===== config.mk =====
export PLATFORM = sky130hd
export DESIGN_NAME = if_fetch_unit
export DESIGN_NICKNAME = d
export VERILOG_FILES = /design/src/rtl/if_fetch_unit.sv
export SDC_FILE = /design/constraint.sdc
export NUM_CORES = 1
export LEC_CHECK = 0
export BUFFER_PORTS_ARGS = -buffer_cell sky130_fd_sc_hd__clkbuf_2
export CAP_MARGIN = 20
export CORE_ASPECT_RATIO = 0.8
export CORE_UTILIZATION = 53
export DETAILED_ROUTE_END_ITERATION = 6
export PLACE_DENSITY = 0.85
export SLEW_MARGIN = 10
export SYNTH_ARGS = -nofsm -noshare
export SYNTH_HDL_FRONTEND = slang
export SYNTH_SLANG_ARGS = --single-unit

===== constraint.sdc =====
create_clock -name clk -period 7 [get_ports clk]
set_input_delay 0.35 -clock clk [delete_from_list [all_inputs] [get_ports clk]]
set_output_delay 0.35 -clock clk [all_outputs]
set_load 0.05 [all_outputs]

===== src/rtl/if_fetch_unit.sv =====
// Instruction-fetch stage: owns the PC, issues instruction-memory requests and
// holds one fetched instruction for the IF/ID register.
module if_fetch_unit #(
  parameter logic [63:0] RESET_PC = 64'h0,
  parameter int unsigned PC_STEP  = 4
) (
  input  logic        clk,
  input  logic        reset,
  input  logic        stall,
  input  logic        branch_taken,
  input  logic [63:0] branch_target,
  output logic        imem_req,
  output logic [63:0] imem_addr,
  input  logic        imem_ready,
  input  logic [31:0] imem_rdata,
  output logic [63:0] PC,
  output logic [31:0] Instruction,
  output logic        fetch_valid,
  output logic        flush,
  output logic        misalign_err
);

  localparam logic [63:0] PC_INC = 64'(PC_STEP);

  logic [63:0] pc_r;
  logic        buf_valid_r;
  logic [63:0] buf_pc_r;
  logic [31:0] buf_ins_r;
  logic        misalign_r;

  logic [63:0] pc_nxt_s;
  logic        buf_valid_nxt_s;
  logic [63:0] buf_pc_nxt_s;
  logic [31:0] buf_ins_nxt_s;
  logic        misalign_nxt_s;

  // Next-state selection: redirect beats stall beats normal fetch.
  always_comb begin
    pc_nxt_s        = pc_r;
    buf_valid_nxt_s = buf_valid_r;
    buf_pc_nxt_s    = buf_pc_r;
    buf_ins_nxt_s   = buf_ins_r;
    misalign_nxt_s  = 1'b0;
    if (branch_taken) begin
      // Low bits are forced to zero; a misaligned target is only reported.
      pc_nxt_s        = {branch_target[63:2], 2'b00};
      buf_valid_nxt_s = 1'b0;
      misalign_nxt_s  = (branch_target[1:0] != 2'b00);
    end else if (stall) begin
      pc_nxt_s        = pc_r;
      buf_valid_nxt_s = buf_valid_r;
    end else if (imem_ready) begin
      pc_nxt_s        = pc_r + PC_INC;
      buf_valid_nxt_s = 1'b1;
      buf_pc_nxt_s    = pc_r;
      buf_ins_nxt_s   = imem_rdata;
    end else begin
      // Wait state: keep the request address, emit a bubble downstream.
      pc_nxt_s        = pc_r;
      buf_valid_nxt_s = 1'b0;
    end
  end

  // State registers with synchronous reset.
  always_ff @(posedge clk) begin
    if (reset) begin
      pc_r        <= RESET_PC;
      buf_valid_r <= 1'b0;
      buf_pc_r    <= 64'h0;
      buf_ins_r   <= 32'h0;
      misalign_r  <= 1'b0;
    end else begin
      pc_r        <= pc_nxt_s;
      buf_valid_r <= buf_valid_nxt_s;
      buf_pc_r    <= buf_pc_nxt_s;
      buf_ins_r   <= buf_ins_nxt_s;
      misalign_r  <= misalign_nxt_s;
    end
  end

  // Request and flush are combinational so a redirect suppresses fetch in-cycle.
  always_comb begin
    imem_req  = ~reset & ~stall & ~branch_taken;
    imem_addr = pc_r;
    flush     = branch_taken | (~buf_valid_r & ~stall);
  end

  assign PC           = buf_pc_r;
  assign Instruction  = buf_ins_r;
  assign fetch_valid  = buf_valid_r;
  assign misalign_err = misalign_r;

endmodule

==> impl_metrics.ini <==
[route]
drt-vias-per-instance = 5.73
initialDrtViolationCount = 841
routedWlPerCell_um = 16.6
ant_nets = 0
wl_um = 21900
drc = 0
vias = 7590
dr.pass1.iters = 5

[timing]
fin_crit_sh_pct = 42.9
hold_viol = 0
min_period_ns = 3.00
setup_viol = 0
finClkSkew_ns = 0.0114
fin_tns_setup_ns = 0
drv_slew = 0
worstMarginPinSlew_ns = 1.07
rsz0062_at_grt = no
fmax_mhz = 333
slew_headroom_pct = 28.8

[synthesis]
synth_area_per_cell_um2 = 7.75
ys_ff_latch = 158
ys.flop_type = dfxtp_1
synthCells = 921
synthTopCellsByArea = dfxtp_1 44%, nand2_1 12%, a21oi_1 7.5%
ys_async_sr_fraction_pct = 0
netlist.area_leader.share_pct = 44.3
synth-warning-count = 0
synth-edff-count = 0
yosys.area.top_type = dfxtp_1
yosysUniqueCellTypes = 54
netlist_area_um2 = 7140
yosysSeqAreaShare_pct = 44.3

[grt]
grt_pass1_vias = 6885
grt_overflow = 0
grt_max_degree = 102
antenna_found_initial = 0
grt_pass1_wl_um = 35200
gr-usage-all-layers_pct = 31.3

[critical_path]
crit_required_ns = 7.30
path_buf_inv = 0
crit_chain = ha_1 > nand3b_1 > or4_1 > nor2_1 > a211oi_1 > a2111oi_0
critPathLaunchType = flop
worstPathArrival_ns = 3.30
critPathKind = flop to flop
crit_family = simple AND/OR/NAND/NOR gates
cpPeakStageDelay_ns = 0.69
cp_max_fo = 12
cp-end-kind = flop
crit_slowest_cell = or4_1

[cts]
cts_setup_buffers = 0
cts_hold_buf = 0
cts-resized-gates = 0
cts_tree = yes
clock_latency_ns = 0.43
clkSlewWorstSetupHoldPaths_ns = 0.07
clock-sinks = 158
cts_buffer_depth = 2
clock-root-buffer = clkbuf_16
cts_made_buffers = 17
htree_num_levels = 4

[placed_design]
place_area_um2 = 8420
dp_hpwl_um = 14800
place_congestion = 0.898
numPortBuffers = 260

[power]
powerDensity_nw_per_um2 = 248
power_frac_seq_pct = 44.3
p_leak_nw = 3.61
p_comb_share_pct = 14.4
ir_worst_vdd_uv = 183
p_sw_mw = 0.709
p_clk_share_pct = 41.3
switching_share_pct = 31.6
power.internal_mw = 1.54

[die]
dieArea_um2 = 13900
core-area_um2 = 13000
die_w_um = 132
rows = 37
die_h_um = 106
ios = 265
start_util_pct = 54.9

[min_path]
min_path_type = input port to flop

[final_layout]
fin_area_um2 = 9040
drive_above_1_share_pct = 26.7
fin_nets = 1238
seqCellArea_um2 = 3160
fillers = 1097
multi_input_area_um2 = 3660
num_antenna_cells = 0
area_growth_syn_to_layout_pct = 26.6

[run_status]
status = finished, final reports clean

[job]
max-cap-violations = 0
[flip-flops by register name (all words and copies together), names as in the netlist]
signal	count
Instruction	32
misalign_err	1
PC	62
imem_addr	62
fetch_valid	1
[placed cells by master, fill, tap and decap left out, types with 6 or more instances in the layout]
cell	synthesis	final
nor4_1	21	21
a21oi_1	107	107
nand3_1	35	35
o21ai_0	9	9
clkbuf_2	0	259
or4_1	12	12
a211oi_1	27	27
inv_6	0	6
and4_1	13	13
xnor2_1	22	22
and3_1	8	8
dfxtp_1	158	158
nor3_1	18	18
a311oi_1	13	13
or3_1	7	7
nand4_1	31	31
nand2_1	233	232
o211ai_1	7	7
inv_1	10	10
nor2_1	58	57
xor2_1	11	11
clkbuf_16	0	17
[metrics by stage]
step / total power [mW] / util, % / worst slack, ns / cells / hold WS, ns
after CTS: 2.24 / 69.2 / 4.05 / 1322 / 0.129
after global routing: 2.31 / 69.5 / 3.69 / 1324 / 0.137
final: 2.24 / 69.5 / 4.00 / 1324 / 0.133
after floorplan: 1.23 / - / 4.31 / 924 / 0.460
after global placement: 1.33 / 64.7 / 4.05 / 1290 / 0.441
after detailed placement: 1.33 / 64.7 / 3.91 / 1290 / 0.446
[area by class of cell]
cell class | instances | share of cell area, %
tap | 175 | 2.42
inverter | 11 | 0.457
multi-input combinational | 682 | 40.5
sequential | 158 | 35.0
clock inverter | 14 | 1.63
clock buffer | 18 | 4.86
timing repair buffer | 266 | 15.1
[worst register-to-register path: stages, from the launching register on]
cell and delay, ns:
dfxtp_1 0.50, ha_1 0.33, nand3b_1 0.22, or4_1 0.69, nor2_1 0.61, a211oi_1 0.17
a2111oi_0 0.36
[final timing paths]
path	start	end	slack (ns)	cells past startpoint
max reg2reg	imem_addr[2]$_SDFFE_PP0P_	imem_addr[50]$_SDFFE_PP0P_	4.00	6
min reg2reg	PC[48]$_SDFFE_PP0P_	PC[48]$_SDFFE_PP0P_	0.45	2
max	imem_addr[2]$_SDFFE_PP0P_	imem_addr[50]$_SDFFE_PP0P_	4.00	6
min	branch_target[0]	misalign_err$_SDFF_PP0_	0.13	2
[cell usage after synthesis (2+ instances only)]
master,instances
a2111o_1,2
a2111oi_0,2
a211o_1,2
a211oi_1,27
a21o_1,2
a21oi_1,107
a311oi_1,13
a31oi_1,2
and2_1,4
and3_1,8
and4_1,13
buf_1,9
buf_2,8
buf_4,4
clkbuf_1,52
dfxtp_1,158
inv_1,10
nand2_1,233
nand2b_1,2
nand3_1,35
nand4_1,31
nand4_4,2
nor2_1,58
nor2b_1,2
nor3_1,18
nor4_1,21
nor4b_1,2
o2111a_1,2
o211ai_1,7
o21ai_0,9
o311ai_0,2
o31ai_1,4
or3_1,7
or4_1,12
xnor2_1,22
xor2_1,11
[power by group through the flow]
| stage | logic [mW] | registers [mW] | clock network [mW] |
|---|---|---|---|
| final | 0.323 | 0.994 | 0.928 |
| after global routing | 0.342 | 1.00 | 0.972 |
| after CTS | 0.320 | 0.992 | 0.930 |
| after detailed placement | 0.319 | 1.01 | 0 |
| after global placement | 0.316 | 1.01 | 0 |
| after floorplan | 0.107 | 1.12 | 0 |
[layer usage]
layer	share of wire, %	GRT usage (%)	wire, um	vias up
li1	-	-	-	3678
met1	44	42.3	9730	3499
met2	46	49.7	10100	371
met3	7.7	6.83	1680	42
met4	1.9	10.1	419	0
met5	0	0	0	-
[cells by family after synthesis]
| kind of cell | after synthesis | synth area share, % |
|---|---|---|
| AND/OR/NAND/NOR | 456 | 30.2 |
| buffers and inverters | 84 | 4.77 |
| multiplexers | 2 | 0.298 |
| adder cells (fa/ha/maj) | 1 | 0.175 |
| AO/OA/AOI/OAI | 186 | 16.1 |
| flip-flops | 158 | 44.3 |
| other | 1 | 0.0525 |
| XOR/XNOR | 33 | 4.05 |
(Power assumes the default switching activity.)
